File: config.mk
export PLATFORM = sky130hd
export DESIGN_NAME = sparse_vec_pack
export DESIGN_NICKNAME = d
export VERILOG_FILES = /design/src/rtl/sparse_vec_pack_pkg.sv /design/src/rtl/sparse_vec_pack_lane_prio_enc.sv /design/src/rtl/sparse_vec_pack.sv
export SDC_FILE = /design/constraint.sdc
export NUM_CORES = 1
export LEC_CHECK = 0
export ABC_AREA = 1
export BUFFER_PORTS_ARGS = -buffer_cell sky130_fd_sc_hd__buf_2
export CORE_UTILIZATION = 56
export CTS_CLUSTER_SIZE = 25
export DETAILED_ROUTE_END_ITERATION = 7
export GPL_TIMING_DRIVEN = 0
export HOLD_SLACK_MARGIN = 0.05
export PLACE_DENSITY_LB_ADDON = 0.2
export SLEW_MARGIN = 15
export SYNTH_ARGS = -nofsm -noshare
export SYNTH_HDL_FRONTEND = slang
export SYNTH_HIERARCHICAL = 1
export SYNTH_SLANG_ARGS = --single-unit
export TNS_END_PERCENT = 100
File: constraint.sdc
create_clock -name i_clk -period 4.6 [get_ports i_clk]
set_clock_uncertainty 0.15 [all_clocks]
set_input_delay 0.69 -clock i_clk [delete_from_list [all_inputs] [get_ports i_clk]]
set_output_delay 0.69 -clock i_clk [all_outputs]
set_load 0.005 [all_outputs]
File: src/rtl/sparse_vec_pack_pkg.sv
// Shared sizing for the sparse-vector datapath: per-set dimensions, sparse-entry
// field widths and the packer FSM state type.
package sparse_vec_pack_pkg;

    localparam int unsigned L1_VEC_SIZE_BYTES   = 126;
    localparam int unsigned L2_VEC_SIZE_BYTES   = 193;
    localparam int unsigned L3_VEC_SIZE_BYTES   = 278;
    localparam int unsigned TEST_VEC_SIZE_BYTES = 8;

    localparam int unsigned L1_VEC_WEIGHT   = 79;
    localparam int unsigned L2_VEC_WEIGHT   = 120;
    localparam int unsigned L3_VEC_WEIGHT   = 150;
    localparam int unsigned TEST_VEC_WEIGHT = 3;

    localparam int unsigned N_GF_DEFAULT = 8;

    typedef enum logic [2:0] {
        StIdle,
        StFetch,
        StWait,
        StScan,
        StPad,
        StDone
    } state_e;

    // Keeps single-entry dimensions from collapsing to zero-width buses.
    function automatic int unsigned clog2_min1(input int unsigned n);
        return (n > 1) ? $clog2(n) : 1;
    endfunction

    function automatic int unsigned sp_pos_width(input int unsigned vec_size_bytes);
        return clog2_min1(vec_size_bytes);
    endfunction

    function automatic int unsigned sp_entry_width(input int unsigned vec_size_bytes);
        return sp_pos_width(vec_size_bytes) + 8;
    endfunction

    // One extra bit so the slot count can reach VEC_WEIGHT itself.
    function automatic int unsigned sp_addr_width(input int unsigned vec_weight);
        return $clog2(vec_weight) + 1;
    endfunction

endpackage

File: src/rtl/sparse_vec_pack_lane_prio_enc.sv
// Lowest-set-lane priority encoder over a byte-lane mask (combinational).
module lane_prio_enc
    import sparse_vec_pack_pkg::*;
#(
    parameter int unsigned N_GF = 8
) (
    input  logic [N_GF-1:0]             mask_i,
    output logic [clog2_min1(N_GF)-1:0] idx_o,
    output logic                        valid_o
);

    localparam int unsigned IW = clog2_min1(N_GF);

    // Descending walk so the lowest set lane is the last one to win.
    always_comb begin
        idx_o   = '0;
        valid_o = 1'b0;
        for (int k = N_GF - 1; k >= 0; k--) begin
            if (mask_i[k]) begin
                idx_o   = IW'(k);
                valid_o = 1'b1;
            end
        end
    end

endmodule

File: src/rtl/sparse_vec_pack.sv
// Scans a dense GF(256) vector word by word and writes its nonzero bytes as
// {position, value} entries into a fixed-weight sparse table, zero-padding the tail.
module sparse_vec_pack
    import sparse_vec_pack_pkg::*;
#(
    parameter string       PARAMETER_SET  = "L3",
    parameter int unsigned VEC_SIZE_BYTES =
        (PARAMETER_SET == "L1") ? L1_VEC_SIZE_BYTES :
        (PARAMETER_SET == "L2") ? L2_VEC_SIZE_BYTES :
        (PARAMETER_SET == "L3") ? L3_VEC_SIZE_BYTES : TEST_VEC_SIZE_BYTES,
    parameter int unsigned VEC_WEIGHT     =
        (PARAMETER_SET == "L1") ? L1_VEC_WEIGHT :
        (PARAMETER_SET == "L2") ? L2_VEC_WEIGHT :
        (PARAMETER_SET == "L3") ? L3_VEC_WEIGHT : TEST_VEC_WEIGHT,
    parameter int unsigned N_GF           = N_GF_DEFAULT,
    parameter int unsigned NWORDS         = (VEC_SIZE_BYTES + N_GF - 1) / N_GF
) (
    input  logic                                      i_clk,
    input  logic                                      i_rst,
    input  logic                                      i_start,
    output logic                                      o_dense_rd,
    output logic [clog2_min1(NWORDS)-1:0]             o_dense_addr,
    input  logic [N_GF*8-1:0]                         i_dense,
    output logic                                      o_sp_wen,
    output logic [sp_addr_width(VEC_WEIGHT)-1:0]      o_sp_addr,
    output logic [sp_entry_width(VEC_SIZE_BYTES)-1:0] o_sp_data,
    output logic [sp_addr_width(VEC_WEIGHT)-1:0]      o_weight,
    output logic                                      o_overflow,
    output logic                                      o_done
);

    localparam int unsigned PROC_SIZE = N_GF * 8;
    localparam int unsigned AW        = clog2_min1(NWORDS);
    localparam int unsigned WW        = sp_addr_width(VEC_WEIGHT);
    localparam int unsigned PW        = sp_pos_width(VEC_SIZE_BYTES);
    localparam int unsigned IW        = clog2_min1(N_GF);

    state_e                 state_q, state_d;
    logic [AW-1:0]          word_cnt_q, word_cnt_d;
    logic [PROC_SIZE-1:0]   word_q, word_d;
    logic [N_GF-1:0]        mask_q, mask_d;
    logic [WW-1:0]          weight_q, weight_d;
    logic [WW-1:0]          pad_q, pad_d;
    logic                   ovf_q, ovf_d;

    logic [31:0]            base_pos;
    logic [N_GF-1:0]        mask_in;
    logic [IW-1:0]          lane_idx;
    logic                   lane_valid;
    logic [N_GF-1:0]        lane_oh;
    logic [N_GF-1:0]        mask_clr;
    logic [7:0]             lane_byte;
    logic [PW-1:0]          lane_pos;

    lane_prio_enc #(
        .N_GF (N_GF)
    ) u_lane_prio_enc (
        .mask_i  (mask_q),
        .idx_o   (lane_idx),
        .valid_o (lane_valid)
    );

    assign base_pos = 32'(word_cnt_q) * N_GF;

    // Lanes past the end of the vector in the final word never enter the mask.
    always_comb begin
        mask_in = '0;
        for (int k = 0; k < N_GF; k++) begin
            if ((i_dense[PROC_SIZE-1-8*k -: 8] != 8'h00) &&
                (base_pos + 32'(k) < VEC_SIZE_BYTES)) begin
                mask_in[k] = 1'b1;
            end
        end
    end

    always_comb begin
        lane_byte = '0;
        lane_oh   = '0;
        for (int k = 0; k < N_GF; k++) begin
            if (lane_idx == IW'(k)) begin
                lane_byte  = word_q[PROC_SIZE-1-8*k -: 8];
                lane_oh[k] = 1'b1;
            end
        end
    end

    assign mask_clr = mask_q & ~lane_oh;
    assign lane_pos = PW'(base_pos + 32'(lane_idx));

    always_comb begin
        state_d      = state_q;
        word_cnt_d   = word_cnt_q;
        word_d       = word_q;
        mask_d       = mask_q;
        weight_d     = weight_q;
        pad_d        = pad_q;
        ovf_d        = ovf_q;
        o_dense_rd   = 1'b0;
        o_dense_addr = '0;
        o_sp_wen     = 1'b0;
        o_sp_addr    = '0;
        o_sp_data    = '0;
        o_done       = 1'b0;

        case (state_q)
            StIdle: begin
                if (i_start) begin
                    state_d    = StFetch;
                    weight_d   = '0;
                    ovf_d      = 1'b0;
                    word_cnt_d = '0;
                end
            end
            StFetch: begin
                o_dense_rd   = 1'b1;
                o_dense_addr = word_cnt_q;
                state_d      = StWait;
            end
            StWait: begin
                word_d  = i_dense;
                mask_d  = mask_in;
                state_d = StScan;
            end
            StScan: begin
                if (lane_valid) begin
                    mask_d = mask_clr;
                    if (weight_q == WW'(VEC_WEIGHT)) begin
                        ovf_d = 1'b1;
                    end else begin
                        o_sp_wen  = 1'b1;
                        o_sp_addr = weight_q;
                        o_sp_data = {lane_pos, lane_byte};
                        weight_d  = weight_q + WW'(1);
                    end
                end
                // Leave on the cycle that consumes the last lane, not one later.
                if (!lane_valid || (mask_clr == '0)) begin
                    if (word_cnt_q < AW'(NWORDS - 1)) begin
                        word_cnt_d = word_cnt_q + AW'(1);
                        state_d    = StFetch;
                    end else begin
                        pad_d   = weight_d;
                        state_d = StPad;
                    end
                end
            end
            StPad: begin
                if (pad_q < WW'(VEC_WEIGHT)) begin
                    o_sp_wen  = 1'b1;
                    o_sp_addr = pad_q;
                    pad_d     = pad_q + WW'(1);
                    if (pad_q == WW'(VEC_WEIGHT - 1)) begin
                        state_d = StDone;
                    end
                end else begin
                    state_d = StDone;
                end
            end
            StDone: begin
                o_done  = 1'b1;
                state_d = StIdle;
            end
            default: state_d = StIdle;
        endcase
    end

    always_ff @(posedge i_clk or posedge i_rst) begin
        if (i_rst) begin
            state_q    <= StIdle;
            word_cnt_q <= '0;
            word_q     <= '0;
            mask_q     <= '0;
            weight_q   <= '0;
            pad_q      <= '0;
            ovf_q      <= 1'b0;
        end else begin
            state_q    <= state_d;
            word_cnt_q <= word_cnt_d;
            word_q     <= word_d;
            mask_q     <= mask_d;
            weight_q   <= weight_d;
            pad_q      <= pad_d;
            ovf_q      <= ovf_d;
        end
    end

    assign o_weight   = weight_q;
    assign o_overflow = ovf_q;

endmodule

==> results.md, run 1 <==
* DR top layer: met4
* PwrDens at roughly 610 nW/um2
* F_max at 267 MHz
* RSZ-0062 raised after global routing: no
* Final core utilization at 0.669
* DRC violations left at 0
* Die area at 10,900 um2
* Setup-failing EPs final at 0
* Synthesized instance count at 836
* Total CTS buffers at 9
* First-pass GRT wire length at 26,100 um
* CP startpoint kind: register
* FP Rows at 37
* DP HPWL at 11,800 um
* Clock-pin slew on the worst setup and hold paths at about 0.10 ns
* Initial antenna violation count at 0
* Slew Viols, Final at 0
* CP max FO at 9
* Final net count at 1,032
* Max Root-Sink Buffers at 2
* Status: finished clean
* Most instantiated cells after synthesis: nand2_1 (269), inv_1 (115), dfrtp_1 (100)
* Syn Nets at 909
* Ys flop type: dfrtp_1
* GP Congestion at 0.886
* CP Class: register to output pin
* YS warnings at 6
* Worst setup EP type: output pin
* Port bufs at 111
* Worst skew pair latency at 0.38 ns
* Area growth syn-to-layout at 16.4%
* Post-synth EDFFs at 0
* Synth unique cells at 37
* GRT Util Overall at 0.300
* Leak at 3.80 nW
* Total grt overflow at 0
* Max-Slew Margin vs Limit at 0.485
* Metal-1 WL at 7020 um
* IO Count at 112
* Final period util at 0.815
* Hold Buf Count CTS at 0
* Inst Count DP at 1,084
* Yosys top cell area share at 0.426
* Hold Path Class: input port to asynchronous set/reset pin
* Average wire per cell in the routed design at 14.0 um
* Post-synthesis sequential area ratio at 0.426
* Postcts setup bufs at 0
* Via count at around 5,900
* Max-cap viol count at 0
* Synth Register Bits at 100
* Fin crit period at roughly 3.7 ns
* Non-filler cells, final at 1,100
* Mapped cell area at 5880 um2
* Share of post-route cells with drive strength above 1 at 0.175
* Hold Violations, Final at 0
* Clock sink count at 100
* Die X at between 100 and 150 um
* WL final at 15,400 um
* Inserted Diodes at 0
* Synth area leaders: dfrtp_1 (43%), nand2_1 (17%), inv_1 (7.3%), o21ai_0 (5.2%), nand3_1 (4.6%)
* Antenna Nets Post-Route at 0
* Post-synth top area cell: dfrtp_1
* Most numerous cell in the Yosys netlist: nand2_1
* Clk root buf: clkbuf_8
* Routed wl met2 at 7190 um
* Design Power at 4.14 mW
* Starting density of the core at 0.574
* Pin count of the biggest net entering global routing at 52
* Vias per inst at 5.33
* Core area at 10,200 um2
* Final Cell Area at 6840 um2
* Metal3 WL at 933 um
* Vias in the first global route at between 5,000 and 6,000
* Hold slack at between 0.15 and 0.2 ns
* # resized after CTS at 0
* H-tree depth at 3
* Die height at around 100 um
* CP required at 3.76 ns
* Slew @ Worst Pin at 0.768 ns
* Placed instance area at 6640 um2
* TritonRoute pass-1 iters at 5
* Mapped Avg Cell Area at about 7 um2
* Asr flop ratio synth at 1.00
* WP data arrival at between 2 and 3 ns
* DR iter-0 viols at 436
* CTS tree: yes
* Max IR drop VDD at 0.319 mV
-- per-layer routing --
| layer | vias to the layer above | global-route usage |
|---|---|---|
| li1 | 2910 | - |
| met1 | 2730 | 0.414 |
| met2 | 197 | 0.485 |
| met3 | 24 | 0.0482 |
| met4 | 0 | 0.0908 |
| met5 | - | 0 |
-- critical path, stage by stage, from the launching register on --
cell     delay (ns)
dfrtp_1        0.43
or2_1          0.17
nand3_1        0.09
a31oi_1        0.57
inv_2          0.24
nand3_1        0.22
inv_1          0.09
nand2_1        0.06
nand3_1        0.08
nor2_1         0.17
nand4_1        0.16
nand2_1        0.10
inv_1          0.04
buf_2          0.11
-- through the flow --
step,setup TNS (ns),setup slack [ns]
2_1_floorplan,0,1.14
3_3_place_gp,-7.20,-0.0771
3_5_place_dp,0,1.35
4_1_cts,0,0.921
5_1_grt,0,0.615
6_report,0,0.852
-- cells by family after synthesis --
logic type | synth area share
XOR/XNOR | 0.0134
flip-flops | 0.426
buffers and inverters | 0.102
AND/OR/NAND/NOR | 0.342
adder cells (fa/ha/maj) | 0.0128
AO/OA/AOI/OAI | 0.103
-- layout by cell type (no fill, tap or decap), types with 6 or more instances in the layout --
| master | instances |
|---|---|
| nand3_1 | 54 |
| o22ai_1 | 7 |
| a21oi_1 | 9 |
| o21ai_1 | 22 |
| clkbuf_8 | 10 |
| dfrtp_1 | 100 |
| buf_2 | 119 |
| inv_2 | 8 |
| xor2_1 | 6 |
| inv_1 | 114 |
| o21ai_0 | 61 |
| ha_1 | 6 |
| nand2_1 | 269 |
| nand4_1 | 40 |
| nor2_1 | 70 |
| clkbuf_1 | 12 |
-- registers in the layout, summed over array words and instances (netlist names) --
name,flops
state_q,3
pad_q,9
word_cnt_q,6
word_q,64
o_overflow,1
o_weight,9
mask_q,8
-- worst paths after layout --
path / from / to / slack (ns) / cells past startpoint
max: mask_q[7] / o_sp_data[7] / 0.85 / 13
min: i_rst / word_q[53] / 0.18 / 2
max reg2reg: mask_q[7] / pad_q[6] / 1.94 / 13
min reg2reg: word_q[51] / word_q[51] / 0.33 / 2
max in group asynchronous: i_rst / pad_q[7] / 3.51 / 3
min in group i_clk: word_q[51] / word_q[51] / 0.33 / 2
-- report_power, final --
part           switching (mW)  internal [mW]  total, mW
Combinational            1.29          0.697       1.98
Clock                   0.330          0.272      0.601
Sequential              0.296           1.26       1.56
Total                    1.91           2.23       4.14
-- layout make-up --
type / count / area, um2
Sequential cell: 100 / 2500
Fill cell: 948 / 3390
Inverter: 124 / 473
Tap cell: 136 / 170
Buffer: 25 / 134
Multi-Input combinational cell: 587 / 2770
Timing Repair Buffer: 112 / 583
Clock inverter: 6 / 70.1
Clock buffer: 10 / 138
Power figures use the tool's default switching activity.
==> run 2: changes to the inputs <==
--- a/config.mk
+++ b/config.mk
@@ -7,7 +7,7 @@
 export LEC_CHECK = 0
 export ABC_AREA = 1
 export BUFFER_PORTS_ARGS = -buffer_cell sky130_fd_sc_hd__buf_2
-export CORE_UTILIZATION = 56
+export CORE_UTILIZATION = 51
 export CTS_CLUSTER_SIZE = 25
 export DETAILED_ROUTE_END_ITERATION = 7
 export GPL_TIMING_DRIVEN = 0
==> constraint.sdc (replaced) <==
create_clock -name i_clk -period 3.05 [get_ports i_clk]
set_clock_uncertainty 0.15 [all_clocks]
set_input_delay 0.4575 -clock i_clk [delete_from_list [all_inputs] [get_ports i_clk]]
set_output_delay 0.4575 -clock i_clk [all_outputs]
set_load 0.005 [all_outputs]
==> run 2 against run 1 <==
  * The flow now finishes with violations (setup timing)
  * Cell count grew 1.4%
  * Register-to-register slack lost 1.4 ns
  * Largest power group unchanged
  * Critical endpoint is now o_sp_data[0]
  * Largest cell class unchanged
  * Die area up 9.6%
  * Worst hold slack worse by 0.0034 ns
  * Global-route usage fell by 1.9 points
  * Wire length increased by 3.5%
==> results.md, run 2 (same netlist as run 1, synthesis figures left out) <==
* Worst skew pair latency at ~0.35 ns
* CP Class: register to output pin
* Status: complete, but fails checks
* Area growth syn-to-layout at 22.2%
* FP Rows at 38
* Most flops, register: word_q
* Die X at 109 um
* Met1 GRT Util at 0.399
* Final net count at approximately 1,000
* H-tree depth at 3
* Worst-path cell chain: or2_4 -> nor3_4 -> nor2_4 -> inv_4 -> nand3_2 -> buf_6 -> buf_6 -> nor2_4 -> nor2_4 -> nand4_1 -> nand2_1 -> a21oi_2 -> buf_2
* Max IR drop VDD at 0.594 mV
* Top delay family on crit path: simple AND/OR/NAND/NOR gates
* Hold Violations, Final at 0
* Die height at 109 um
* DRC violations left at 0
* Failing checks: setup timing
* Hold Path Class: input port to register
* Multi-input logic area at 2880 um2
* Worst R2R Start: mask_q[6]
* GP Congestion at just over 0.9
* PnR worst setup slack at -0.0203 ns
* RSZ-0062 raised after global routing: yes
* Starting density of the core at 0.533
* WP data arrival at about 2.5 ns
* Core area at 11,000 um2
* DR iter-0 viols at about 470
* TritonRoute pass-1 iters at 5
* Total CTS buffers at 9
* GR Layer Usage met3 at 0.0533
* Post-placement setup slack at ~0.031 ns
* Global routing's busiest layer: met2
* Reg2Reg Setup Slack at 0.59 ns
* Initial antenna violation count at 0
* Average wire per cell in the routed design at 14.3 um
* Worst Hold End: word_q[51]
* Slowest CP cell: dfrtp_1
* F_max at 326 MHz
* Die area at approximately 12,000 um2
* Clk root buf: clkbuf_16
* Port bufs at 111
* Pin count of the biggest net entering global routing at 32
* Slew @ Worst Pin at between 0.5 and 0.6 ns
* WL final at 16,000 um
* Clock-pin slew on the worst setup and hold paths at 0.06 ns
* Via count at 5,967
* Cell mode on critical path: nor2_4
* Setup-failing EPs final at 3
* Fin crit period at 3.07 ns
* Clock sink count at 100
* Final period util at 1.01
* Most common cell after layout, fill and taps aside: nand2_1
* Share of post-route cells with drive strength above 1 at 0.216
* Hold Crit Depth at 3
* RR Endpoint: pad_q[1]
* Max reg flops at 64
* CP required at 2.44 ns
* Inserted Diodes at 0
* GRT met2 Usage at 0.446
* Slew Viols, Final at 0
* CP max FO at 6
* Total grt overflow at 0
* Antenna Nets Post-Route at 0
* DP HPWL at 11,900 um
* Max Root-Sink Buffers at 2
* R2R cell count at 14
* Max-cap viol count at 0
* PwrDens at 936 nW/um2
* Bufs and invs on worst path at 4
* Max-Slew Margin vs Limit at 0.624
* Largest stage delay on the critical path at 0.41 ns
* HP Start: i_dense[51]
* IO Count at 112
* Most frequent cells in the layout: nand2_1 (265), buf_2 (118), inv_1 (106)
* First-pass GRT wire length at 25,700 um
* CP startpoint kind: register
* # fillers at approximately 970
* Design Power at 6.72 mW
* Vias in the first global route at about 5,400
* CTS tree: yes
* GRT Util Overall at 0.281
* Hold slack at 0.176 ns
* Register area at 2510 um2
* Leak at just under 4 nW
* Vias per inst at 5.35
* Worst setup EP type: output pin
-- run 2: cell count changes in the layout (fill, tap and decap cells not counted), sizes merged --
cell         previous run  this run
buf                   125       137
inv                   126       123
clkinv                  3         2
clkinvlp                0         2
dlygate4sd3             0         1
-- run 2: worst max path at each step --
stage / start / endpoint / slack, ns / cells past startpoint
final: mask_q[6] / o_sp_data[0] / -0.02 / 13
after global routing: mask_q[2] / o_sp_data[7] / -0.13 / 14
after CTS: mask_q[6] / o_sp_data[7] / 0.006 / 13
after detailed placement: mask_q[7] / o_sp_data[7] / 0.03 / 13
after global placement: mask_q[7] / o_sp_data[7] / 0.07 / 13
after floorplan: mask_q[7] / o_sp_data[1] / 0.59 / 10
-- run 2: tightest hold or removal path: cells and delay by family --
kind	cells	cell delay [ns]
buffers and inverters	1	0.09
and+or+nand+nor	2	0.10
-- run 2: area by class of cell --
type,instances,area share
well taps,140,0.0244
clock inverters,4,0.00714
multi-input cells,587,0.401
plain buffers,25,0.0202
clock buffers,10,0.0333
flip-flops and latches,100,0.349
inverters,124,0.0667
repair buffers,125,0.0981
-- run 2: per-layer routing --
layer	part of all wire	wire length, um
met2	0.46	7320
met4	0.014	222
met1	0.47	7470
met3	0.061	971
met5	0	0
-- run 2: report_power, final --
part / total, mW / internal, mW / switching [mW] / leakage (nW)
clock network: 1.15 / 0.650 / 0.496 / 0.140
registers: 2.38 / 1.91 / 0.469 / 1.24
logic: 3.19 / 1.16 / 2.03 / 2.54
total: 6.72 / 3.73 / 2.99 / 3.93
-- run 2: stage by stage --
stage	area (um2)	std cells	setup TNS [ns]	util
after floorplan	5880	836	0	-
after global placement	6610	1087	0	0.599
after detailed placement	6670	1090	0	0.605
after CTS	7030	1107	0	0.637
after global routing	7180	1115	-0.681	0.651
final	7180	1115	-0.0400	0.651
-- run 2: what timing repair did --
| item | CTS | global route |
|---|---|---|
| hold buffers | 1 | 0 |
| buffers inserted | 2 | 8 |
| setup endpoints to repair | 8 | 25 |
| pin swaps | 1 | 25 |
| endpoints found under the hold margin | 18 | 0 |
| resized for setup | 10 | 40 |
==> run 3: changes to the inputs <==
--- a/config.mk
+++ b/config.mk
@@ -7,12 +7,14 @@
 export LEC_CHECK = 0
 export ABC_AREA = 1
 export BUFFER_PORTS_ARGS = -buffer_cell sky130_fd_sc_hd__buf_2
+export CAP_MARGIN = 10
 export CORE_UTILIZATION = 51
 export CTS_CLUSTER_SIZE = 25
 export DETAILED_ROUTE_END_ITERATION = 7
 export GPL_TIMING_DRIVEN = 0
 export HOLD_SLACK_MARGIN = 0.05
 export PLACE_DENSITY_LB_ADDON = 0.2
+export REMOVE_ABC_BUFFERS = 1
 export SLEW_MARGIN = 15
 export SYNTH_ARGS = -nofsm -noshare
 export SYNTH_HDL_FRONTEND = slang
==> run 3 against run 2 <==
  * The run now ends clean
  * Cell count down 0.72%
  * Sequential share of layout area down 0.26 points
  * First-iteration DRC count down 3.6%
  * Global-route usage down 0.81 points
  * Worst hold slack better by 0.0084 ns
  * Critical path type unchanged
  * Largest power group unchanged
==> results.md, run 3 (same netlist as run 1, synthesis figures left out) <==
* Status: finished clean
* Vias in the first global route at 5,215
* Core area at approximately 11,000 um2
* RR Endpoint: pad_q[4]
* Stages on worst setup path at 12
* CP startpoint kind: register
* CTS tree: yes
* PwrDens at 949 nW/um2
* Final net count at between 1,000 and 1,500
* Hold Path Class: input port to register
* Max reg flops at 64
* Pin count of the biggest net entering global routing at between 70 and 80
* Clk root buf: clkbuf_16
* GR Layer Usage met3 at 0.0439
* Port bufs at between 100 and 150
* Clock sink count at 100
* Hold Violations, Final at 0
* Bufs and invs on worst path at 3
* Global routing's busiest layer: met2
* GRT Util Overall at 0.273
* FP Rows at 38
* Placed instance area at 6540 um2
* Via count at slightly below 6,000
* Share of post-route cells with drive strength above 1 at 0.220
* Final Cell Area at 7230 um2
* GRT met2 Usage at 0.427
* Worst skew pair latency at 0.34 ns
* DRC violations left at 0
* Slew @ Worst Pin at 1.03 ns
* Final period util at 0.991
* Max-cap viol count at 0
* R2R cell count at 15
* Fin crit period at 3.02 ns
* Antenna Nets Post-Route at 0
* DR iter-0 viols at 452
* Die X at 109 um
* CP required at 2.44 ns
* Max-Slew Margin vs Limit at 0.311
* Leak at 3.94 nW
* Hold Crit Depth at 3
* TritonRoute pass-1 iters at 7
* Setup-failing EPs final at 0
* Inserted Diodes at 0
* F_max at approximately 330 MHz
* Total grt overflow at 0
* Vias per inst at 5.34
* WL final at 15,800 um
* CP max FO at 7
* Worst Hold End: word_q[55]
* Die area at ~12,000 um2
* Die height at approximately 110 um
* Worst setup EP type: output pin
* Top delay family on crit path: simple AND/OR/NAND/NOR gates
* Worst-path cell chain: or2_4 -> nor3_4 -> nor2_4 -> clkinv_4 -> nand3_4 -> buf_4 -> nand3_1 -> nand2_1 -> nand4_1 -> nor2_1 -> nor2_1 -> buf_2
* Final core utilization at 0.656
* Reg2Reg Setup Slack at approximately 0.36 ns
* Most frequent cells in the layout: nand2_1 (264), buf_2 (111), inv_1 (104)
* Most common cell after layout, fill and taps aside: nand2_1
* CP Class: register to output pin
* Max IR drop VDD at 0.606 mV
* HP Start: i_dense[55]
* Area growth syn-to-layout at 23.1%
* First-pass GRT wire length at between 20,000 and 30,000 um
* RSZ-0062 raised after global routing: yes
* Largest stage delay on the critical path at around 0.4 ns
* Starting density of the core at 0.533
* GP Congestion at 0.877
* Slowest CP cell: dfrtp_1
* Most flops, register: word_q
* WP data arrival at between 2 and 2.5 ns
* Slew Viols, Final at 0
* IO Count at 112
* Initial antenna violation count at 0
* Total CTS buffers at 9
* Cell mode on critical path: nor2_1
* Clock-pin slew on the worst setup and hold paths at ~0.070 ns
* Worst R2R Start: mask_q[7]
* Met1 GRT Util at 0.400
* DP HPWL at 10,900 um
* H-tree depth at 3
* Average wire per cell in the routed design at 14.3 um
* Max Root-Sink Buffers at 2
[run 3: cell types whose count changed in the layout (fill, tap and decap cells not counted), moves of 3 or more]
cell      delta
buf_4       +15
clkbuf_1     -9
buf_2        -7
buf_6        -6
nor2_4       -3
[run 3: how the worst max path moves through the flow]
stage	from	endpoint
floorplan	i_rst	mask_q[0]
global placement	i_rst	word_q[47]
detailed placement	mask_q[6]	o_sp_data[7]
CTS	mask_q[0]	o_sp_data[0]
global route	mask_q[1]	o_sp_data[3]
finish	mask_q[7]	o_sp_data[5]
[run 3: through the flow]
stage	cells	setup TNS (ns)	total power, mW	hold WS, ns	setup slack [ns]
after global placement	1062	-146.13	5.08	0.303	-1.40
after CTS	1086	0	6.65	0.181	0.00888
final	1107	0	6.86	0.185	0.0285
after floorplan	811	-17.63	4.21	0.292	-0.176
after global routing	1107	-0.262	7.37	0.183	-0.0706
after detailed placement	1064	-6.72	5.19	0.306	-0.489
[run 3: worst reg2reg max path, cell delays in order, from the launching register on]
cell and delay, ns:
dfrtp_1 0.40, or2_4 0.28, nor3_4 0.25, nor2_4 0.10, clkinv_4 0.09, nand3_4 0.11, buf_4 0.18, nand2_1 0.09
nand2_1 0.06, nor2_1 0.08, nand2_1 0.08, nand2_2 0.23, nand2_2 0.22, inv_2 0.18, nand2_1 0.07, nand2_1 0.06
[run 3: final cells by class]
type | count | area (um2)
Multi-Input combinational cell | 587 | 2890
Tap cell | 140 | 175
Clock buffer | 12 | 256
Timing Repair Buffer | 139 | 821
Fill cell | 984 | 3800
Sequential cell | 100 | 2500
Clock inverter | 4 | 95.1
Timing Repair inverter | 1 | 5.00
Inverter | 124 | 483
[run 3: what timing repair did]
action                     CTS  global route
cloned                       0             1
hold buffers                 1             0
setup endpoints to repair   42             8
hold endpoints to repair    31             0
pin swaps                    2            14
buffers inserted             5            20
resized for setup           17            27
[run 3: power breakdown]
part	leakage, nW	total [mW]	internal (mW)	switching (mW)
logic	2.53	3.15	1.13	2.02
registers	1.24	2.36	1.91	0.449
clock network	0.173	1.35	0.846	0.500
total	3.94	6.86	3.89	2.97
[run 3: metal layers]
layer | routed length, um | part of all wire
met4 | 142 | 0.0090
met2 | 7230 | 0.46
met3 | 941 | 0.059
met1 | 7530 | 0.48
met5 | 0 | 0
